## config.mk

```make
export PLATFORM = sky130hd
export DESIGN_NAME = sec_timer
export DESIGN_NICKNAME = d
export VERILOG_FILES = /design/src/rtl/sec_timer.sv
export SDC_FILE = /design/constraint.sdc
export NUM_CORES = 1
export LEC_CHECK = 0
export ABC_AREA = 1
export CAP_MARGIN = 5
export CORE_ASPECT_RATIO = 1.4
export CORE_MARGIN = 1.5
export CORE_UTILIZATION = 52
export DETAILED_ROUTE_END_ITERATION = 8
export PLACE_DENSITY = 0.81
export SLEW_MARGIN = 20
export SYNTH_ARGS = -nofsm -noshare
export SYNTH_HDL_FRONTEND = slang
export SYNTH_SLANG_ARGS = --single-unit
```

## constraint.sdc

```tcl
create_clock -name clk -period 1.67 [get_ports clk]
set_clock_uncertainty 0.2 [all_clocks]
set_input_delay 0.4175 -clock clk [delete_from_list [all_inputs] [get_ports clk]]
set_output_delay 0.4175 -clock clk [all_outputs]
set_load 0.1 [all_outputs]
```

## src/rtl/sec_timer.sv

```systemverilog
// sec_timer: seconds timer with prescaler, one-shot/periodic modes, pause and clear.
module sec_timer #(
  parameter int CLK_HZ = 100000000,
  parameter int SEC_W  = 4,
  parameter int PRE_W  = 27
) (
  input  logic             clk,
  input  logic             reseta,
  input  logic             start,
  input  logic             clear,
  input  logic             pause,
  input  logic             mode,
  input  logic [SEC_W-1:0] limit,
  output logic [SEC_W-1:0] timeout,
  output logic             tick,
  output logic             expired,
  output logic             running,
  output logic             done_reset
);
  typedef enum logic [1:0] {IDLE, RUN, PAUSED, DONE} state_t;
  state_t state, state_n;
  logic [PRE_W-1:0] pre, pre_n;
  logic [SEC_W-1:0] lim_q, to_n, to_inc;
  logic mode_q, clear_q, cnt, wrap, hit, tick_n, exp_n;
  assign to_inc = timeout + SEC_W'(1);
  assign wrap   = pre == PRE_W'(CLK_HZ - 1);
  assign hit    = to_inc == lim_q;
  // PAUSED with pause released counts on that same edge, so a pause of N cycles delays by exactly N
  assign cnt    = (state == RUN || state == PAUSED) && !pause && !clear && !start;
  always_ff @(posedge clk) begin
    if (!reseta) state <= IDLE;
    else state <= state_n;
  end
  always_comb begin
    state_n = clear ? IDLE
            : start ? (limit == '0 ? DONE : RUN)
            : (state == IDLE || state == DONE) ? state
            : pause ? PAUSED
            : (wrap && hit && !mode_q) ? DONE : RUN;
  end
  always_comb begin
    pre_n  = (clear || start) ? '0 : !cnt ? pre : wrap ? '0 : pre + PRE_W'(1);
    to_n   = (clear || start) ? '0 : !(cnt && wrap) ? timeout : (hit && mode_q) ? '0 : to_inc;
    tick_n = cnt && wrap;
    exp_n  = clear ? 1'b0 : start ? (limit == '0) : (cnt && wrap && hit);
  end
  always_ff @(posedge clk) begin
    if (!reseta) begin
      pre        <= '0;
      timeout    <= '0;
      tick       <= 1'b0;
      expired    <= 1'b0;
      running    <= 1'b0;
      done_reset <= 1'b1;
      clear_q    <= 1'b0;
      lim_q      <= '0;
      mode_q     <= 1'b0;
    end else begin
      pre        <= pre_n;
      timeout    <= to_n;
      tick       <= tick_n;
      expired    <= exp_n;
      running    <= state_n == RUN || state_n == PAUSED;
      done_reset <= clear && !clear_q;
      clear_q    <= clear;
      lim_q      <= (start && !clear) ? limit : lim_q;
      mode_q     <= (start && !clear) ? mode : mode_q;
    end
  end
endmodule

```

== Word level (Yosys, flattened, before mapping) ==
Index checks and enable logic that the tools add are counted.

* $add $sub $neg: 2
* Eq/ne operators: 7
* Muxes and demuxes: 9
* Bitwise operators: 1
* Reductions and logical operators: 23

{| class="wikitable"
|+ Operators with widths
! kind !! number
|-
| adder 27 x 1 -> 27 bit (second input constant) || 1
|-
| equality test 27 bit (second input constant) || 1
|-
| 2-to-1 mux 27 bit || 1
|-
| 2-to-1 mux 2 bit || 6
|-
| logical AND 1 bit || 10
|-
| equality test 2 bit (second input constant) || 3
|-
| logical NOT 1 bit || 5
|-
| adder 4 x 1 -> 4 bit (second input constant) || 1
|-
| equality test 2 x 1 -> 1 bit (second input constant) || 2
|-
| equality test 4 bit || 1
|-
| logical NOT 4 bit || 1
|-
| logical OR 1 bit || 4
|-
| 2-to-1 mux 4 bit || 1
|-
| OR reduction 2 bit || 2
|-
| logical NOT 2 bit || 1
|-
| 2-to-1 mux 1 bit || 1
|-
| NOT 1 bit || 1
|}

* Bits in registers: 43
* Word-level logic and storage cells: 52

== Depth between registers and ports, before layout ==
Gate-level depths: netlist (run 1).

* Depth after elaboration: 11
* Gate-level depth with buffers: 14
* Mapped depth without buffers: 14

== Worst setup path after synthesis (run 1) ==
No wires, ideal clock.

* Path kind: reg2reg
* Start point: register timeout[0]
* End point: register running
* Library setup time: 0.113 ns
* Arrival time: 2.201 ns
* Required time: 1.357 ns
* Setup slack: -0.843 ns
* Cell stages (with the launch flop): 12
* Buffers on the path: 0
* Period minus slack after synthesis: 2.513 ns
* Cell sequence: dfxtp_1 -> ha_1 -> xnor2_1 -> nand2_1 -> nor2_1 -> nand2_1 -> o21bai_1 -> nand2_1 -> nand2_1 -> nand2_1 -> nand2_1 -> nor2_1

* Cells in the longest elaborated chain, start to end: 11

{| class="wikitable"
|+ RTL lines
! element !! RTL line !! text
|-
| from (decl) || 14 || <nowiki>output logic [SEC_W-1:0] timeout,</nowiki>
|-
| from (signal assigned) || 60 || <nowiki>timeout <= to_n;</nowiki>
|-
| adder 4 x 1 -> 4 bit * || 25 || <nowiki>assign to_inc = timeout + SEC_W'(1);</nowiki>
|-
| equality test 4 bit * || 27 || <nowiki>assign hit = to_inc == lim_q;</nowiki>
|-
| logical AND 1 bit * (2 in series) || 39 || <nowiki>: (wrap && hit && !mode_q) ? DONE : RUN;</nowiki>
|-
| 2-to-1 mux 2 bit * || 39 ||
|-
| 2-to-1 mux 2 bit * || 38 || <nowiki>: pause ? PAUSED</nowiki>
|-
| 2-to-1 mux 2 bit * || 37 || <nowiki>: (state == IDLE || state == DONE) ? state</nowiki>
|-
| 2-to-1 mux 2 bit * || 36 || <nowiki>: start ? (limit == '0 ? DONE : RUN)</nowiki>
|-
| 2-to-1 mux 2 bit * || 35 || <nowiki>state_n = clear ? IDLE</nowiki>
|-
| equality test 2 x 1 -> 1 bit / equality test 2 bit (equally long branches) || 63 || <nowiki>running <= state_n == RUN || state_n == PAUSED;</nowiki>
|-
| logical OR 1 bit * || 63 ||
|-
| to (signal assigned) || 53 || <nowiki>running <= 1'b0;</nowiki>
|-
| to (signal assigned) || 63 ||
|-
| to (decl) || 17 || <nowiki>output logic running,</nowiki>
|}

Mark *: on every way between the ends. The rest lies on a longest branch, timed or not.
A chain may end at the register's enable or synchronous reset.

== Final worst setup path (run 1) ==
Ends and elaborated chain as after synthesis.

==> metrics.cfg, run 1 <==
[flow_run]
drv_cap=0

[timing]
finalCritPeriodShare=1.18
setup_viol=34
setup_ws_ns=-0.309
period_minus_slack_ns=1.98
rsz0062_at_grt=yes
hold_ws_ns=0.240
maxSlewViolCount=0
tightest_slew_ns=0.279
fmax_ghz=0.505
slew_headroom=0.812
final_hold_viol_count=0

[outcome]
outcome=complete, but fails checks
violations=setup timing

[final_layout]
antenna_cells=0
layout_common_cells=69 x buf_4, 57 x nand2_1, 39 x nor2_1
final_nets=446
final_common_cell=buf_4
drive_above_1_share=0.455
final_util=0.869
stdcell_count=495
fillers=198
syn_to_final_growth_pct=61.2

[yosys]
yosys.area_share.adder=0.0110
syn-cell-area_um2=2280
yosysWarnings=0
synth-edff-count=0
async_reset_ff_frac=0
synth.top_cells.by_area=dfxtp_1 38%, nand2_1 12%, nor2_1 8.5%
synth_top_area_cell=dfxtp_1
synth_top_flop_cell=dfxtp_1
muxShareOfSynthArea=0
synthCells=335
synth_xor_area_frac=0.0268
synth.top_cell.area_share=0.377
synthDistinctLibCells=38
syn_nets=347
synth_top_family_by_area=simple AND/OR/NAND/NOR gates
ys_ff_latch=43
yosysSeqAreaShare=0.377
synth_compound_area_frac=0.0942
synth.avg_cell_area_um2=6.82
synthSimpleGateAreaFrac=0.400

[die]
row_count=28
fp.dieArea_um2=4810
die_h_um=81.4
core_area_um2=4240
dieWidth_um=59.0
num_io_pins=18
start_util=0.539

[placement]
hpwl_um=4750
port_buffers=17
gp_congestion=0.959
dp.cells=475

[clock_tree]
clk_latency_ns=0.31
clock_tree.root_cell=clkbuf_8
clock_sinks=43
cts_inserted_buffers=5
postCtsHoldBufs=0
htreeDepth=2
path_clk_slew_ns=0.09
cts.path.max_buffers=2
cts_tree=built

[power]
clock_power_share=0.354
switchingPower_w=0.000509
power.share.combinational=0.105
p_sw_frac=0.265
cellInternalPower_w=0.00141
power_density_nw_per_um2=522
p_leak_nw=1.49
seq_power_share=0.541
peakVddDrop_mv=0.507

[grt]
grt_overflow=0
grt_usage=0.321
grt_max_degree=14
grt_first_pass_wirelength_um=11400
grt_pass1_vias=2569
antenna_found_initial=0

[min_path]
hp-class=flip-flop to flip-flop

[worst_setup_path]
arrival_ns=1.99
path_class=flip-flop to flip-flop
cp.required_ns=1.68
cp-end-kind=flip-flop
cp_max_fo=2
crit_path_start_kind=flip-flop

[routing]
drt-initial-drc-count=266
detail-route-antenna-nets=0
drt_first_pass_iters=5
finalWirelength_um=8590
vias_per_cell=5.69
drc=0
routedWlPerCell_um=17.4
num_vias=2815

registers in the layout, summed over array words and instances (netlist names):
name        flops
pre            27
lim_q           4
timeout         4
state           2
clear_q         1
done_reset      1
expired         1
mode_q          1
running         1
tick            1
kinds of logic after synthesis:
family                   Yosys count
XOR/XNOR                           7
flip-flops                        43
AO/OA/AOI/OAI                     40
AND/OR/NAND/NOR                  192
adder cells (fa/ha/maj)            2
buffers and inverters             51
power groups by stage:
stage          sequential (W)  clock, W  combinational [W]
6_report              0.00104  0.000682           0.000201
5_1_grt               0.00104  0.000715           0.000211
4_1_cts               0.00104  0.000672           0.000179
3_5_place_dp          0.00107         0           0.000156
3_3_place_gp          0.00107         0           0.000152
2_1_floorplan         0.00109         0          0.0000581
critical path, cell delays in order, from the launching register on:
cell and delay (ns):
dfxtp_4 0.36, ha_4 0.27, xnor2_2 0.10, nand2_1 0.07, nor2_2 0.16, nand2_2 0.10
o21bai_1 0.19, nand2_1 0.14, nand2_2 0.11, nand2_1 0.06, nand2_1 0.07, nor2_1 0.05
layout make-up:
class / count / area [um^2] / share of cell area
Inverter: 46 / 194 / 0.0526
Sequential cell: 43 / 896 / 0.243
Clock buffer: 7 / 76.3 / 0.0207
Timing Repair inverter: 1 / 11.3 / 0.00306
Multi-Input combinational cell: 241 / 1520 / 0.412
Clock inverter: 1 / 7.51 / 0.00204
Timing Repair Buffer: 96 / 906 / 0.246
Tap cell: 60 / 75.1 / 0.0204
layer usage:
layer  share of wire  track usage  routed length, um
met1            0.35        0.312               2970
met2            0.52        0.588               4470
met3           0.054       0.0598                467
met4           0.079        0.236                683
met5               0            0                  0
worst paths after layout:
check	start	to	slack (ns)	depth (start not counted)
min	clear_q	done_reset	0.24	1
max reg2reg	timeout[0]	running	-0.31	11
max	timeout[0]	running	-0.31	11
min reg2reg	clear_q	done_reset	0.24	1
stage by stage:
stage / total power [W] / setup WS (ns) / instance area, um^2 / TNS, ns
6_report: 0.00192 / -0.309 / 3680 / -4.58
5_1_grt: 0.00197 / -0.420 / 3680 / -7.48
4_1_cts: 0.00189 / -0.148 / 3480 / -2.58
3_5_place_dp: 0.00122 / -0.655 / 3140 / -19.29
3_3_place_gp: 0.00122 / -0.607 / 3140 / -18.43
2_1_floorplan: 0.00114 / -0.185 / 2330 / -0.369
synthesized netlist by cell type (2+ instances only):
master     n
nand2_1   71
nand2_2    6
o21ai_1    6
nand3_1   19
ha_1       2
nor2_2     4
o21ai_0   10
nor3_1    13
nand4_1   11
xnor2_1    2
buf_2      3
dfxtp_1   43
nor4_1     2
inv_1     35
clkinv_1   2
a21oi_1   18
xor2_1     5
nor3b_1    2
nor2_1    52
inv_2      8
nor2_4     4
timing repair:
action | CTS | global route
endpoints found under the hold margin | 0 | 0
setup buffers | 9 | 2
cloned | 2 | 0
endpoints found under the setup margin | 39 | 36
pin swaps | 10 | 22
gates resized for setup | 49 | 58
Power figures use the tool's default switching activity.
==> run 2, diff against run 1 <==
--- a/config.mk
+++ b/config.mk
@@ -12,6 +12,7 @@
 export CORE_UTILIZATION = 52
 export DETAILED_ROUTE_END_ITERATION = 8
 export PLACE_DENSITY = 0.81
+export SKIP_LAST_GASP = 1
 export SLEW_MARGIN = 20
 export SYNTH_ARGS = -nofsm -noshare
 export SYNTH_HDL_FRONTEND = slang
==> run 2 against run 1 <==
Net effect: the run still ends with setup timing left; non-clock buffer count grew 3; clock power shrank 2%; setup slack gained 0.046 ns; flip-flop and latch count is the same; register-to-register slack gained 0.05 ns; count of clock-buffer cells in the layout is the same; die area is the same; critical path type unchanged.
==> metrics.cfg, run 2 (same netlist as run 1, synthesis figures left out) <==
[worst_setup_path]
cp_max_fo=3
cp-end-kind=flip-flop
cp_num_cells=9
r2r_slack_ns=-0.26
path_class=flip-flop to flip-flop
path_delay_family=simple AND/OR/NAND/NOR gates
cp_slowest_cell=dfxtp_4
crit_start=pre[1]
crit_path_start_kind=flip-flop
crit_end=pre[18]
crit_chain=ha_4 -> nand3_4 -> nor2_4 -> buf_4 -> nand3_2 -> nor3_4 -> nand2_1 -> o21ai_1 -> a21oi_1
r2r-start=pre[1]
cp.required_ns=1.66
path_buf_inv=1
arrival_ns=1.92
rr_endpoint=pre[18]
worst-r2r-cell-count=9
cp_slowest_stage_delay_ns=0.37

[routing]
finalWirelength_um=8210
vias_per_cell=5.66
drt_first_pass_iters=6
routedWlPerCell_um=16.5
detail-route-antenna-nets=0
num_vias=2821
drt-initial-drc-count=258
drc=0

[final_layout]
largest_register=pre
final_util=0.849
fillers=222
drive_above_1_share=0.409
multi_input_area_um2=1410
regArea_um2=895
syn_to_final_growth_pct=57.4
final_common_cell=buf_4
layout_common_cells=73 x buf_4, 60 x nand2_1, 42 x nor2_1
largest_reg_flops=27
final_nets=449
top_regs=pre (27), lim_q (4), timeout (4)
antenna_cells=0

[die]
core_area_um2=4240
start_util=0.539
num_io_pins=18
fp.dieArea_um2=4810
row_count=28
dieWidth_um=59.0
die_h_um=81.4

[clock_tree]
cts_tree=built
clk_latency_ns=0.30
cts_inserted_buffers=5
clock_sinks=43
path_clk_slew_ns=0.08
clock_tree.root_cell=clkbuf_8
cts.path.max_buffers=2
htreeDepth=2

[timing]
maxSlewViolCount=0
rsz0062_at_grt=yes
fmax_ghz=0.517
final_hold_viol_count=0
tightest_slew_ns=0.371
period_minus_slack_ns=1.93
setup_ws_ns=-0.263
slew_headroom=0.750
setup_viol=33
finalCritPeriodShare=1.16

[power]
clock_power_share=0.352
seq_power_share=0.548
switchingPower_w=0.000483
peakVddDrop_mv=0.538
cellInternalPower_w=0.00141
p_leak_nw=1.49
p_sw_frac=0.255
power_density_nw_per_um2=527
power.share.combinational=0.100

[grt]
grt_overflow=0
grt_pass1_vias=2575
grt_usage=0.308
grt_first_pass_wirelength_um=11200
antenna_found_initial=0
grt_max_degree=14

[outcome]
violations=setup timing
outcome=complete, but fails checks

[flow_run]
drv_cap=0

[min_path]
hp-class=flip-flop to flip-flop

[placement]
port_buffers=17
post-place-ws_ns=-0.655
hpwl_um=4750
gp_congestion=0.959

## run 2: cell count changes in the layout (fill, tap and decap cells not counted), sizes merged
cell | before | now
buf | 87 | 89
inv | 46 | 45
bufbuf | 0 | 1
clkinv | 1 | 2
## run 2: layout make-up
| class | instances | area share |
|---|---|---|
| timing repair buffer | 99 | 0.258 |
| sequential | 43 | 0.249 |
| clock buffer | 7 | 0.0212 |
| tap | 60 | 0.0209 |
| multi-input combinational | 241 | 0.392 |
| timing repair inverter | 1 | 0.00313 |
| inverter | 46 | 0.0532 |
| clock inverter | 1 | 0.00209 |
## run 2: power by group through the flow
| stage | Combinational (W) | Clock, W | Sequential [W] |
|---|---|---|---|
| 3_3_place_gp | 0.000152 | 0 | 0.00107 |
| 6_report | 0.000189 | 0.000668 | 0.00104 |
| 3_5_place_dp | 0.000156 | 0 | 0.00107 |
| 5_1_grt | 0.000200 | 0.000705 | 0.00104 |
| 2_1_floorplan | 0.0000581 | 0 | 0.00109 |
| 4_1_cts | 0.000177 | 0.000672 | 0.00104 |
## run 2: per-stage QoR
stage	std cells	TNS, ns	hold slack [ns]	power (W)	instance area (um^2)
after floorplan	335	-0.369	0.199	0.00114	2330
after global placement	475	-18.43	0.212	0.00122	3140
after detailed placement	475	-19.29	0.216	0.00122	3140
after CTS	493	-2.75	0.229	0.00189	3450
after global routing	498	-7.89	0.248	0.00195	3600
final	498	-5.33	0.215	0.00190	3600
## run 2: how the worst min path moves through the flow
stage	cells past startpoint	end	slack, ns	startpoint
5_1_grt	1	done_reset	0.25	clear_q
3_5_place_dp	1	done_reset	0.22	clear_q
6_report	1	done_reset	0.22	clear_q
2_1_floorplan	1	done_reset	0.20	clear_q
4_1_cts	1	done_reset	0.23	clear_q
3_3_place_gp	1	done_reset	0.21	clear_q
## run 2: repair_timing
item,in CTS,in global routing
endpoints found under the setup margin,39,35
pin swaps,10,13
gates resized for setup,37,34
buffers inserted,9,5
hold buffers,0,0
gates cloned,2,0
## run 2: metal layers
layer | wire length, um | global-route usage | vias to the layer above
met4 | 720 | 0.223 | 0
met5 | 0 | 0 | -
met1 | 2870 | 0.303 | 1309
li1 | - | - | 1286
met3 | 560 | 0.0583 | 65
met2 | 4060 | 0.559 | 161
==> run 3, diff against run 2 <==
--- a/config.mk
+++ b/config.mk
@@ -9,9 +9,9 @@
 export CAP_MARGIN = 5
 export CORE_ASPECT_RATIO = 1.4
 export CORE_MARGIN = 1.5
-export CORE_UTILIZATION = 52
+export CORE_UTILIZATION = 47
 export DETAILED_ROUTE_END_ITERATION = 8
-export PLACE_DENSITY = 0.81
+export PLACE_DENSITY = 0.75
 export SKIP_LAST_GASP = 1
 export SLEW_MARGIN = 20
 export SYNTH_ARGS = -nofsm -noshare
==> run 3 against run 2 <==
Net effect: the run still ends with setup timing left; wire length increased by 10%; non-clock buffer count increased by 8; utilization decreased by 2.9 points; first-iteration DRC count decreased by 9.3%.
==> metrics.cfg, run 3 (same netlist as run 1, synthesis figures left out) <==
[outcome]
outcome=complete, but fails checks
violations=setup timing

[clock_tree]
cts_inserted_buffers=5
htreeDepth=2
path_clk_slew_ns=0.09
postCtsHoldBufs=0
clk_latency_ns=0.32
cts.path.max_buffers=2
clock_sinks=43
clock_tree.root_cell=clkbuf_8
cts_tree=built

[worst_setup_path]
cp_slowest_stage_delay_ns=0.48
path_class=flip-flop to flip-flop
arrival_ns=2.11
cp_max_fo=6
crit_path_start_kind=flip-flop
worst-r2r-cell-count=8
crit_chain=inv_2 -> nor3_1 -> nand3_1 -> nor2_1 -> nand4_1 -> nor2_4 -> nand3_1 -> o21ai_1
cpMostUsedCell=nand3_1
cp-end-kind=flip-flop
r2r-start=pre[18]
rr_endpoint=timeout[2]
cp_slowest_cell=dfxtp_1
r2r_slack_ns=-0.39
cp.required_ns=1.72

[power]
power.share.combinational=0.092
switchingPower_w=0.000535
peakVddDrop_mv=0.627
power_density_nw_per_um2=555
p_sw_frac=0.255
p_leak_nw=1.57
cellInternalPower_w=0.00156
clock_power_share=0.412
seq_power_share=0.496
power_w=0.00209

[routing]
finalWirelength_um=9050
vias_per_cell=5.65
drt-initial-drc-count=234
drt_first_pass_iters=5
detail-route-antenna-nets=0
num_vias=2872
drc=0
routedWlPerCell_um=17.8

[min_path]
hp-class=flip-flop to flip-flop
min_path_cells=1
worstHoldStart=clear_q
whs_endpoint=done_reset

[final_layout]
final_common_cell=buf_4
drive_above_1_share=0.464
final_nets=457
antenna_cells=0
syn_to_final_growth_pct=65.2
largest_reg_flops=27
layout_common_cells=80 x buf_4, 53 x nand2_1, 37 x nor2_1
top_regs=pre (27), lim_q (4), timeout (4)
stdcell_count=508
largest_register=pre

[timing]
period_minus_slack_ns=2.06
tightest_slew_ns=0.365
finalCritPeriodShare=1.23
rsz0062_at_grt=yes
tns_ns=-6.87
setup_viol=34
maxSlewViolCount=0
setup_ws_ns=-0.390
final_hold_viol_count=0
fmax_ghz=0.486
slew_headroom=0.755
hold_ws_ns=0.304

[die]
fp.dieArea_um2=5290
num_io_pins=18
dieWidth_um=61.9
row_count=29
die_h_um=85.5
core_area_um2=4610
start_util=0.496

[grt]
grt_first_pass_wirelength_um=11600
grt_usage=0.299
grt_max_degree=16
antenna_found_initial=0
grt_pass1_vias=2570
grt_overflow=0

[placement]
gp_congestion=0.932
dp.cells=477
hpwl_um=4850
port_buffers=17

[flow_run]
drv_cap=0

## run 3: how the worst max path moves through the flow
stage	start	endpoint	depth (start not counted)
6_report	pre[18]	timeout[2]	8
3_3_place_gp	start	pre[19]	11
4_1_cts	pre[1]	pre[21]	11
3_5_place_dp	start	pre[20]	11
2_1_floorplan	timeout[0]	running	11
5_1_grt	pre[18]	timeout[2]	8
## run 3: layout make-up
type	count	area (um^2)
sequential	43	898
clock inverter	2	36.3
clock buffer	6	72.6
tap	62	77.6
fill	287	833
multi-input combinational	241	1510
timing repair inverter	1	11.3
inverter	46	185
timing repair buffer	107	986
## run 3: timing repair
item,4_1_cts,5_1_grt
endpoints found under the setup margin,37,35
cloned,0,2
setup buffers,8,14
hold endpoints to repair,0,0
pin swaps,11,27
gates resized for setup,24,79
## run 3: per-stage QoR
step           setup WS (ns)  instance area [um^2]   util
6_report              -0.390                  3770  0.819
5_1_grt               -0.459                  3770  0.819
3_3_place_gp          -0.600                  3140  0.681
4_1_cts               -0.203                  3370  0.731
3_5_place_dp          -0.653                  3140  0.681
2_1_floorplan         -0.185                  2330      -
## run 3: critical path: cells and delay by family, from the launching register on
family	cells	cell delay [ns]
compound gates	1	0.10
buf+inv	1	0.07
flops	1	0.48
simple gates	6	1.14
## run 3: per-layer routing
layer,global-route usage,routed length [um],vias up
met5,0,0,-
met4,0.164,734,0
met3,0.0664,633,72
met2,0.536,4700,181
met1,0.303,2990,1320
li1,-,-,1299
## run 3: power groups by stage
stage / clock network (W) / logic [W] / registers (W)
2_1_floorplan: 0 / 0.0000581 / 0.00109
3_3_place_gp: 0 / 0.000149 / 0.00107
3_5_place_dp: 0 / 0.000153 / 0.00107
4_1_cts: 0.000848 / 0.000157 / 0.00104
5_1_grt: 0.000901 / 0.000200 / 0.00104
6_report: 0.000863 / 0.000192 / 0.00104
